<file path="src/rtl/nanov_instr_fetch_pkg.sv">
// Shared constants, FSM state type and helpers for the nanoV instruction fetch stage.
package nanov_instr_fetch_pkg;

  localparam logic [7:0]  SPI_CMD_READ    = 8'h03;
  localparam int unsigned CMD_BITS        = 8;
  localparam int unsigned ADDR_FIELD_BITS = 24;
  localparam int unsigned WORD_BITS       = 32;
  localparam int unsigned BIT_CNT_W       = 6;

  typedef enum logic [1:0] {
    ST_GAP,
    ST_CMD,
    ST_ADDR,
    ST_DATA
  } fetch_state_e;

  // Bits arrive byte by byte, MSB first; the first byte is the least significant.
  function automatic logic [WORD_BITS-1:0] word_from_flash(input logic [WORD_BITS-1:0] sr);
    return {sr[7:0], sr[15:8], sr[23:16], sr[31:24]};
  endfunction

endpackage

</file>
<file path="src/rtl/nanov_fetch_buffer.sv">
// Two-entry prefetch buffer: current and next instruction words with promotion.
module nanov_fetch_buffer
  import nanov_instr_fetch_pkg::*;
(
  input  logic                 clk,
  input  logic                 rst,
  input  logic                 flush,
  input  logic                 wr_en,
  input  logic [WORD_BITS-1:0] wr_word,
  input  logic                 consume_req,
  output logic [WORD_BITS-1:0] instr,
  output logic                 instr_valid,
  output logic [WORD_BITS-1:0] next_instr,
  output logic                 next_valid,
  output logic                 consume_c,
  output logic                 full_next_c
);

  logic [WORD_BITS-1:0] instr_d;
  logic [WORD_BITS-1:0] next_d;
  logic                 instr_valid_d;
  logic                 next_valid_d;

  assign consume_c = consume_req & instr_valid;

  // Next slot contents: flush wins, then promotion, then the new word fills the first free slot.
  always_comb begin
    instr_d       = instr;
    next_d        = next_instr;
    instr_valid_d = instr_valid;
    next_valid_d  = next_valid;
    if (flush) begin
      instr_valid_d = 1'b0;
      next_valid_d  = 1'b0;
    end else begin
      if (consume_c) begin
        instr_d       = next_instr;
        instr_valid_d = next_valid;
        next_valid_d  = 1'b0;
      end
      if (wr_en) begin
        if (!instr_valid_d) begin
          instr_d       = wr_word;
          instr_valid_d = 1'b1;
        end else begin
          next_d       = wr_word;
          next_valid_d = 1'b1;
        end
      end
    end
  end

  assign full_next_c = instr_valid_d & next_valid_d;

  // Slot registers.
  always_ff @(posedge clk) begin
    if (rst) begin
      instr       <= '0;
      next_instr  <= '0;
      instr_valid <= 1'b0;
      next_valid  <= 1'b0;
    end else begin
      instr       <= instr_d;
      next_instr  <= next_d;
      instr_valid <= instr_valid_d;
      next_valid  <= next_valid_d;
    end
  end

endmodule

</file>
<file path="src/rtl/nanov_instr_fetch.sv">
// SPI flash instruction fetch: READ command, streaming words into a 2-entry buffer.
module nanov_instr_fetch
  import nanov_instr_fetch_pkg::*;
#(
  parameter int unsigned          ADDR_BITS     = 24,
  parameter logic [ADDR_BITS-1:0] RESET_ADDR    = '0,
  parameter int unsigned          CS_GAP_CYCLES = 2
) (
  input  logic                 clk,
  input  logic                 rst,
  output logic                 spi_select,
  output logic                 spi_clk_en,
  output logic                 spi_mosi,
  input  logic                 spi_miso,
  input  logic                 branch,
  input  logic [ADDR_BITS-1:0] branch_target,
  input  logic                 instr_ready,
  output logic [31:0]          instr,
  output logic                 instr_valid,
  output logic [31:0]          next_instr,
  output logic                 next_valid,
  output logic [ADDR_BITS-1:0] pc
);

  localparam int unsigned          GAP_W      = (CS_GAP_CYCLES > 1) ? $clog2(CS_GAP_CYCLES) : 1;
  localparam logic [GAP_W-1:0]     GAP_LAST   = GAP_W'(CS_GAP_CYCLES - 1);
  localparam logic [ADDR_BITS-1:0] ALIGN_MASK = ~ADDR_BITS'(3);
  localparam logic [ADDR_BITS-1:0] WORD_STEP  = ADDR_BITS'(4);
  localparam logic [BIT_CNT_W-1:0] CMD_LAST   = BIT_CNT_W'(CMD_BITS - 1);
  localparam logic [BIT_CNT_W-1:0] ADDR_LAST  = BIT_CNT_W'(ADDR_FIELD_BITS - 1);
  localparam logic [BIT_CNT_W-1:0] WORD_LAST  = BIT_CNT_W'(WORD_BITS - 1);

  fetch_state_e                 state;
  logic [GAP_W-1:0]             gap_cnt;
  logic [BIT_CNT_W-1:0]         bit_cnt;
  logic [ADDR_BITS-1:0]         fetch_addr;
  logic [WORD_BITS-1:0]         tx_sr;
  logic [WORD_BITS-2:0]         rx_sr;

  logic [WORD_BITS-1:0]         rx_shift_c;
  logic [WORD_BITS-1:0]         tx_load_c;
  logic [ADDR_BITS-1:0]         target_c;
  logic                         word_done_c;
  logic                         consume_c;
  logic                         full_next_c;

  assign rx_shift_c  = {rx_sr, spi_miso};
  assign tx_load_c   = {SPI_CMD_READ, ADDR_FIELD_BITS'(fetch_addr & ALIGN_MASK)};
  assign target_c    = branch_target & ALIGN_MASK;
  assign word_done_c = (state == ST_DATA) && spi_clk_en && (bit_cnt == WORD_LAST);

  nanov_fetch_buffer u_buffer (
    .clk         (clk),
    .rst         (rst),
    .flush       (branch),
    .wr_en       (word_done_c),
    .wr_word     (word_from_flash(rx_shift_c)),
    .consume_req (instr_ready),
    .instr       (instr),
    .instr_valid (instr_valid),
    .next_instr  (next_instr),
    .next_valid  (next_valid),
    .consume_c   (consume_c),
    .full_next_c (full_next_c)
  );

  // Fetch FSM; SPI outputs are registered to describe the coming SCK period.
  always_ff @(posedge clk) begin
    if (rst) begin
      state      <= ST_GAP;
      gap_cnt    <= '0;
      bit_cnt    <= '0;
      fetch_addr <= RESET_ADDR & ALIGN_MASK;
      tx_sr      <= '0;
      rx_sr      <= '0;
      spi_select <= 1'b1;
      spi_clk_en <= 1'b0;
      spi_mosi   <= 1'b0;
      pc         <= RESET_ADDR;
    end else if (branch) begin
      state      <= ST_GAP;
      gap_cnt    <= '0;
      bit_cnt    <= '0;
      fetch_addr <= target_c;
      pc         <= target_c;
      spi_select <= 1'b1;
      spi_clk_en <= 1'b0;
      spi_mosi   <= 1'b0;
    end else begin
      if (consume_c) pc <= pc + WORD_STEP;
      unique case (state)
        ST_GAP: begin
          if (gap_cnt == GAP_LAST) begin
            state      <= ST_CMD;
            gap_cnt    <= '0;
            bit_cnt    <= '0;
            spi_select <= 1'b0;
            spi_clk_en <= 1'b1;
            spi_mosi   <= tx_load_c[WORD_BITS-1];
            tx_sr      <= {tx_load_c[WORD_BITS-2:0], 1'b0};
          end else begin
            gap_cnt <= gap_cnt + 1'b1;
          end
        end
        ST_CMD: begin
          spi_mosi <= tx_sr[WORD_BITS-1];
          tx_sr    <= {tx_sr[WORD_BITS-2:0], 1'b0};
          if (bit_cnt == CMD_LAST) begin
            state   <= ST_ADDR;
            bit_cnt <= '0;
          end else begin
            bit_cnt <= bit_cnt + 1'b1;
          end
        end
        ST_ADDR: begin
          if (bit_cnt == ADDR_LAST) begin
            state      <= ST_DATA;
            bit_cnt    <= '0;
            spi_mosi   <= 1'b0;
            spi_clk_en <= !full_next_c;
          end else begin
            spi_mosi <= tx_sr[WORD_BITS-1];
            tx_sr    <= {tx_sr[WORD_BITS-2:0], 1'b0};
            bit_cnt  <= bit_cnt + 1'b1;
          end
        end
        ST_DATA: begin
          spi_mosi <= 1'b0;
          if (spi_clk_en) begin
            rx_sr <= rx_shift_c[WORD_BITS-2:0];
            if (bit_cnt == WORD_LAST) begin
              // Word boundary: pause SCK if the buffer will be full.
              bit_cnt    <= '0;
              fetch_addr <= fetch_addr + WORD_STEP;
              spi_clk_en <= !full_next_c;
            end else begin
              bit_cnt <= bit_cnt + 1'b1;
            end
          end else begin
            spi_clk_en <= !full_next_c;
          end
        end
        default: state <= ST_GAP;
      endcase
    end
  end

endmodule

</file>
<file path="config.mk">
export PLATFORM = sky130hd
export DESIGN_NAME = nanov_instr_fetch
export DESIGN_NICKNAME = d
export VERILOG_FILES = /design/src/rtl/nanov_instr_fetch_pkg.sv /design/src/rtl/nanov_fetch_buffer.sv /design/src/rtl/nanov_instr_fetch.sv
export SDC_FILE = /design/constraint.sdc
export NUM_CORES = 1
export LEC_CHECK = 0
export CORE_MARGIN = 2
export CORE_UTILIZATION = 40
export CTS_BUF_LIST = sky130_fd_sc_hd__clkbuf_4
export DETAILED_ROUTE_END_ITERATION = 12
export GPL_TIMING_DRIVEN = 0
export MAX_ROUTING_LAYER = met4
export SLEW_MARGIN = 10
export SYNTH_ARGS = -nofsm -noshare
export SYNTH_HDL_FRONTEND = slang
export SYNTH_HIERARCHICAL = 1
export SYNTH_SLANG_ARGS = --single-unit
export TNS_END_PERCENT = 1
</file>
<file path="constraint.sdc">
create_clock -name clk -period 5.7 [get_ports clk]
set_input_delay 1.14 -clock clk [delete_from_list [all_inputs] [get_ports clk]]
set_output_delay 1.14 -clock clk [all_outputs]
set_load 0.02 [all_outputs]
</file>
==> results.sh, run 1 <==
export IMPL_status="completed"
export IMPL_yosys_area_share_simple_pct=20.4
export IMPL_setup_viol=0
export IMPL_fin_crit_sh_pct=55.9
export IMPL_cap_violations=0
export IMPL_synthMuxAreaShare_pct=3.36
export IMPL_gr_total_overflow=0
export IMPL_synthDistinctLibCells=68
export IMPL_placed_cells=1452
export IMPL_crit_buf_inv=3
export IMPL_postCtsSetupBuffers=0
export IMPL_final_cell_area_sq_um=10800
export IMPL_ys_flop_type="dfxtp_1"
export IMPL_ys_ff_latch=182
export IMPL_synth_edf_count=0
export IMPL_worstPathArrival_ps=3700
export IMPL_first_global_vias=8224
export IMPL_power_total_mw=2.43
export IMPL_clockBufferDepth=2
export IMPL_seq_area_frac_synth_pct=40.4
export IMPL_drive_gt1_share_pct=7.23
export IMPL_avgViaCountPerCell=5.91
export IMPL_cts_resized=0
export IMPL_vias=8771
export IMPL_setup_worst_path_start_class="primary input"
export IMPL_reg2reg_slack_ps=2550
export IMPL_gr_usage_all_layers_pct=24.1
export IMPL_drtAntennaViolNets=0
export IMPL_fp_dieH_um=154
export IMPL_clkTransAtPathRegs_ps=170
export IMPL_start_util_pct=41.1
export IMPL_clock_tree_root_cell="clkbuf_4"
export IMPL_setup_tns_ps=0
export IMPL_fmax_mhz=314
export IMPL_htree_levels=4
export IMPL_hold_viol=0
export IMPL_maxSlewHeadroom_pct=46.3
export IMPL_powerDensity_nw_per_um2=225
export IMPL_postLayoutCoreUtil_pct=49.3
export IMPL_grt_pass1_wl_um=45200
export IMPL_core_area_sq_um=22000
export IMPL_numCtsBuffers=17
export IMPL_synthesis_area_sq_um=9020
export IMPL_synth_top_family_by_area="compound AO/OA/AOI/OAI gates"
export IMPL_grt_start_max_net_pins=18
export IMPL_syn_inst=1054
export IMPL_cts_sinks=182
export IMPL_dpl_hpwl_um=20000
export IMPL_min_path_type="reg -> reg"
export IMPL_worst_pin_slew_ps=803
export IMPL_worstPathMaxFanout=15
export IMPL_yosys_warnings=6
export IMPL_path_class="in -> reg"
export IMPL_area_growth_pct=20.0
export IMPL_synth_compound_area_share_pct=26.3
export IMPL_num_rows=54
export IMPL_dp_slack_ps=1880
export IMPL_portBuffers=117
export IMPL_slowest_delay_ps=610
export IMPL_finalClockSkew_ps=31.9
export IMPL_async_reset_ff_share_pct=0
export IMPL_path_cells="clkdlybuf4s50_1 > and2_1 > buf_4 > buf_2 > nand3_1 > nor4_4 > mux2i_1 > nor4bb_1"
export IMPL_die_width_um=154
export IMPL_cpMaxStageDelayCell="clkdlybuf4s50_1"
export IMPL_postLayoutSetupSlackWorst_ps=2510
export IMPL_fin_nets=1229
export IMPL_instances_no_fill=1485
export IMPL_slew_violations=0
export IMPL_final_min_clock_period_ps=3190
export IMPL_ioPinCount=122
export IMPL_crit_required_ps=6210
export IMPL_routed_wirelength_um=27800
export IMPL_firstDrtPassIters=5
export IMPL_leakagePower_nw=3.44
export IMPL_synthAdderAreaFrac_pct=1.36
export IMPL_dieArea_sq_um=23800
export IMPL_whs_ps=453
export IMPL_postSynthAreaPerCell_sq_um=8.56
export IMPL_antenna_found_initial=1
export IMPL_gp_congestion=0.852
export IMPL_critPathTopFamily="simple AND/OR/NAND/NOR gates"
export IMPL_post_dp_cell_area_sq_um=10500
export IMPL_drc=0
export IMPL_synth_xor_area_share_pct=1.94
export IMPL_wl_per_cell_um=18.7
export IMPL_cts_tree="done"
export IMPL_worstSetupEndpointType="flip-flop"
export IMPL_ir_worst_vdd_mv=0.112
export IMPL_clkLatencyLatePin_ps=590
export IMPL_rsz0062_at_grt="false"
export IMPL_ctsHoldBuffers=0
export IMPL_drtIter0Drc=667
==> cell families (layout without fill, tap and decap cells) <==
logic type	after synthesis	count (layout)
AO/OA/AOI/OAI	353	353
AND/OR/NAND/NOR	341	341
flip-flops	182	182
buffers and inverters	118	267
multiplexers	29	29
XOR/XNOR	20	20
adder cells (fa/ha/maj)	10	10
other	1	3
==> registers in the layout (all words and copies together), names as in the netlist <==
register              cells
bit_cnt                   6
fetch_addr               22
gap_cnt                   1
pc                       22
rx_sr                    31
spi_clk_en                1
spi_mosi                  1
spi_select                1
state                     2
tx_sr                    29
u_buffer/instr           32
u_buffer/instr_valid      1
u_buffer/next_instr      32
u_buffer/next_valid       1
==> placed cells by master (no fill, tap or decap), drive strengths merged, types with 35 or more instances in the layout <==
cell type | netlist | final
a21oi | 103 | 103
a311oi | 36 | 36
a31oi | 42 | 42
buf | 50 | 50
clkbuf | 55 | 72
clkdlybuf4s50 | 0 | 117
dfxtp | 182 | 182
nand2 | 128 | 128
nand4 | 52 | 52
nor2b | 38 | 38
o211ai | 37 | 37
o31ai | 35 | 35
==> worst paths after layout <==
check                             to        start  cells past startpoint
max                           pc[23]  instr_ready                      8
min                       spi_select   spi_select                      2
max reg2reg  u_buffer/next_instr[13]     state[0]                     11
min reg2reg               spi_select   spi_select                      2
==> synth_stat cells, types with 4 or more instances <==
cell / n / area, sq um
and3_1: 11 / 68.8
buf_6: 8 / 90.1
buf_4: 4 / 30.0
nand2_1: 128 / 480
nor2b_1: 38 / 238
a31oi_1: 42 / 263
buf_1: 5 / 18.8
xor2_1: 10 / 87.6
o31a_1: 8 / 70.1
o31ai_1: 35 / 263
and4_1: 9 / 78.8
a21oi_1: 103 / 515
xnor2_1: 10 / 87.6
o21ai_0: 19 / 95.1
a311oi_1: 36 / 315
a21o_1: 4 / 30.0
nor3_1: 21 / 105
o21a_1: 14 / 105
o211ai_1: 37 / 278
clkbuf_1: 55 / 206
dfxtp_1: 182 / 3640
or4_1: 5 / 37.5
ha_1: 9 / 113
a21boi_0: 14 / 105
mux2i_1: 28 / 280
a211oi_1: 25 / 188
buf_2: 33 / 165
nand3_1: 21 / 105
nor2_1: 20 / 75.1
inv_1: 11 / 41.3
nor4_1: 7 / 43.8
nand4_1: 49 / 307
==> where the power goes <==
part / switching, mW / internal [mW] / total [mW]
Sequential: 0.0528 / 1.32 / 1.38
Combinational: 0.185 / 0.144 / 0.329
Clock: 0.499 / 0.228 / 0.727
Total: 0.737 / 1.70 / 2.43
==> tightest hold or removal path: stages, from the launching register on <==
cell and delay, ps:
dfxtp_1 340, nand2_1 50, nand2_1 40
==> cell type report <==
| cell class | instances | area [sq um] |
|---|---|---|
| Tap cell | 280 | 350 |
| Clock buffer | 17 | 128 |
| Sequential cell | 182 | 3640 |
| Multi-Input combinational cell | 755 | 4820 |
| Antenna cell | 1 | 2.50 |
| Clock inverter | 15 | 148 |
| Timing Repair Buffer | 117 | 1170 |
| Buffer | 105 | 510 |
| Fill cell | 2147 | 11100 |
| Inverter | 13 | 48.8 |
==> routing by layer <==
metal	GRT usage, %	vias to the layer above	wire length, um
met5	-	-	0
met4	6.28	0	425
met3	3.92	31	1650
met2	34.8	316	11800
met1	34.8	4183	14000
li1	-	4241	-
(Power assumes the default switching activity.)
==> run 2: changes to the inputs <==
==> constraint.sdc (replaced) <==
create_clock -name clk -period 3.34 [get_ports clk]
set_input_delay 0.668 -clock clk [delete_from_list [all_inputs] [get_ports clk]]
set_output_delay 0.668 -clock clk [all_outputs]
set_load 0.02 [all_outputs]
==> run 2 against run 1 <==
Effect of this change: worst hold slack about the same; combinational power rose by 71%; register-to-register slack got worse by 2300 ps; final cell count did not move; flip-flop and latch count unchanged; critical endpoint is now spi_clk_en; sequential share of layout area is essentially flat; die area stayed put; highest routed layer unchanged; global-route usage unchanged; via count decreased by 0.10%; worst setup slack lost 2200 ps.
==> results.sh, run 2 (synthesized netlist as in run 1, its figures left out) <==
export IMPL_final_min_clock_period_ps=3040
export IMPL_seqPwrFrac_pct=56.7
export IMPL_cpMaxStageDelayCell="dfxtp_1"
export IMPL_drive_gt1_share_pct=7.56
export IMPL_critPathTopFamily="buffers and inverters"
export IMPL_worst_pin_slew_ps=796
export IMPL_reg2reg_to="spi_clk_en"
export IMPL_setup_worst_path_start_class="flip-flop"
export IMPL_fp_dieH_um=154
export IMPL_gr_total_overflow=0
export IMPL_final_cell_mix="182 x dfxtp_1, 128 x nand2_1, 117 x clkdlybuf4s50_1, 103 x a21oi_1, 51 x clkbuf_1"
export IMPL_wl_per_cell_um=18.7
export IMPL_slew_violations=0
export IMPL_gp_congestion=0.852
export IMPL_cp_endpoint="spi_clk_en"
export IMPL_drtAntennaViolNets=0
export IMPL_cts_sinks=182
export IMPL_worstSetupEndpointType="flip-flop"
export IMPL_power_total_mw=4.15
export IMPL_final_cell_area_sq_um=10800
export IMPL_leakagePower_nw=3.46
export IMPL_drc=0
export IMPL_first_global_vias=8224
export IMPL_routed_wirelength_um=27800
export IMPL_gr_usage_all_layers_pct=24.1
export IMPL_r2r_start="state[0]"
export IMPL_fmax_mhz=329
export IMPL_status="completed"
export IMPL_clkTransAtPathRegs_ps=150
export IMPL_crit_start="state[0]"
export IMPL_clock_tree_root_cell="clkbuf_4"
export IMPL_cap_violations=0
export IMPL_post_dp_cell_area_sq_um=10500
export IMPL_start_util_pct=41.1
export IMPL_die_width_um=154
export IMPL_vias=8762
export IMPL_firstDrtPassIters=5
export IMPL_dp_slack_ps=-12.3
export IMPL_htree_levels=4
export IMPL_hold_viol=0
export IMPL_clockBufferDepth=2
export IMPL_cts_tree="done"
export IMPL_avgViaCountPerCell=5.90
export IMPL_min_path_type="reg -> reg"
export IMPL_fill_cells=2145
export IMPL_rsz0062_at_grt="false"
export IMPL_ioPinCount=122
export IMPL_reg2reg_slack_ps=300
export IMPL_core_area_sq_um=22000
export IMPL_path_cells="ha_1 > buf_2 > and3b_1 > nand2_1 > clkbuf_1 > inv_1 > buf_2 > maj3_1 > nor2b_1 > o221ai_1 > a31o_2"
export IMPL_fin_nets=1229
export IMPL_switching_share_pct=30.2
export IMPL_p_clk_share_pct=29.8
export IMPL_reg2reg_depth=11
export IMPL_maxSlewHeadroom_pct=46.8
export IMPL_postLayoutSetupSlackWorst_ps=296
export IMPL_dpl_hpwl_um=20000
export IMPL_finalClockSkew_ps=31.9
export IMPL_crit_buf_inv=4
export IMPL_dieArea_sq_um=23800
export IMPL_slowest_delay_ps=440
export IMPL_postLayoutCoreUtil_pct=49.3
export IMPL_layout_commonest_cell="dfxtp_1"
export IMPL_grt_pass1_wl_um=45200
export IMPL_cp_num_cells=11
export IMPL_worstPathArrival_ps=3520
export IMPL_clkLatencyLatePin_ps=580
export IMPL_reg_largest_list="u_buffer/instr (32), u_buffer/next_instr (32), rx_sr (31)"
export IMPL_p_sw_mw=1.25
export IMPL_path_class="reg -> reg"
export IMPL_grt_start_max_net_pins=18
export IMPL_antenna_found_initial=1
export IMPL_drtIter0Drc=674
export IMPL_power_frac_comb_pct=13.5
export IMPL_fin_crit_sh_pct=91.1
export IMPL_setup_viol=0
export IMPL_num_rows=54
export IMPL_ir_worst_vdd_mv=0.191
export IMPL_area_growth_pct=20.0
export IMPL_p_int_mw=2.89
export IMPL_numCtsBuffers=17
export IMPL_powerDensity_nw_per_um2=383
export IMPL_portBuffers=117
export IMPL_worstPathMaxFanout=10
export IMPL_setup_tns_ps=0
export IMPL_crit_required_ps=3820
export IMPL_path_common_cell="buf_2"
## run 2: cell count changes in the layout (fill, tap and decap cells not counted)
| cell | delta |
|---|---|
| clkbuf_2 | +4 |
| clkbuf_1 | -4 |
## run 2: power groups by stage
stage	clock (mW)	sequential [mW]	combinational, mW
2_1_floorplan	0	2.42	0.293
4_1_cts	1.27	2.35	0.558
5_1_grt	1.35	2.37	0.613
3_3_place_gp	0	2.39	0.550
3_5_place_dp	0	2.39	0.555
6_report	1.24	2.35	0.561
## run 2: final cells by class
cell class	count	area [sq um]	area share, %
inverter	13	48.8	0.451
buffer	105	515	4.76
timing repair buffer	117	1170	10.8
tap	280	350	3.24
clock inverter	15	148	1.36
clock buffer	17	128	1.18
antenna	1	2.50	0.0231
sequential	182	3640	33.6
multi-input combinational	755	4820	44.5
## run 2: tightest hold or removal path: cells and delay by family, from the launching register on
kind / cells / cell delay [ps]
simple gates: 2 / 90
flops: 1 / 340
## run 2: worst min-delay path by stage
stage	from	end	slack, ps	depth (start not counted)
after floorplan	bit_cnt[1]	bit_cnt[1]	450	2
after global placement	spi_select	spi_select	430	2
after detailed placement	spi_select	spi_select	440	2
after CTS	spi_select	spi_select	460	2
after global routing	spi_select	spi_select	470	2
final	spi_select	spi_select	450	2
## run 2: per-stage QoR
stage	hold slack (ps)	std cells
floorplan	449	1055
global placement	431	1452
detailed placement	441	1452
CTS	461	1484
global route	473	1485
finish	453	1485
## run 2: metal layers
metal  track usage (%)  share of wire (%)  up-vias
li1                  -                  -     4241
met1              34.8                 51     4197
met2              34.8                 43      300
met3              3.92                5.6       24
met4              6.28                1.4        0
met5                 -                  0        -
## run 2: timing repair
item,in CTS,in global routing
setup endpoints to repair,0,14
endpoints found under the hold margin,0,0
setup buffers,0,0
hold buffers,0,0
resized for setup,0,8
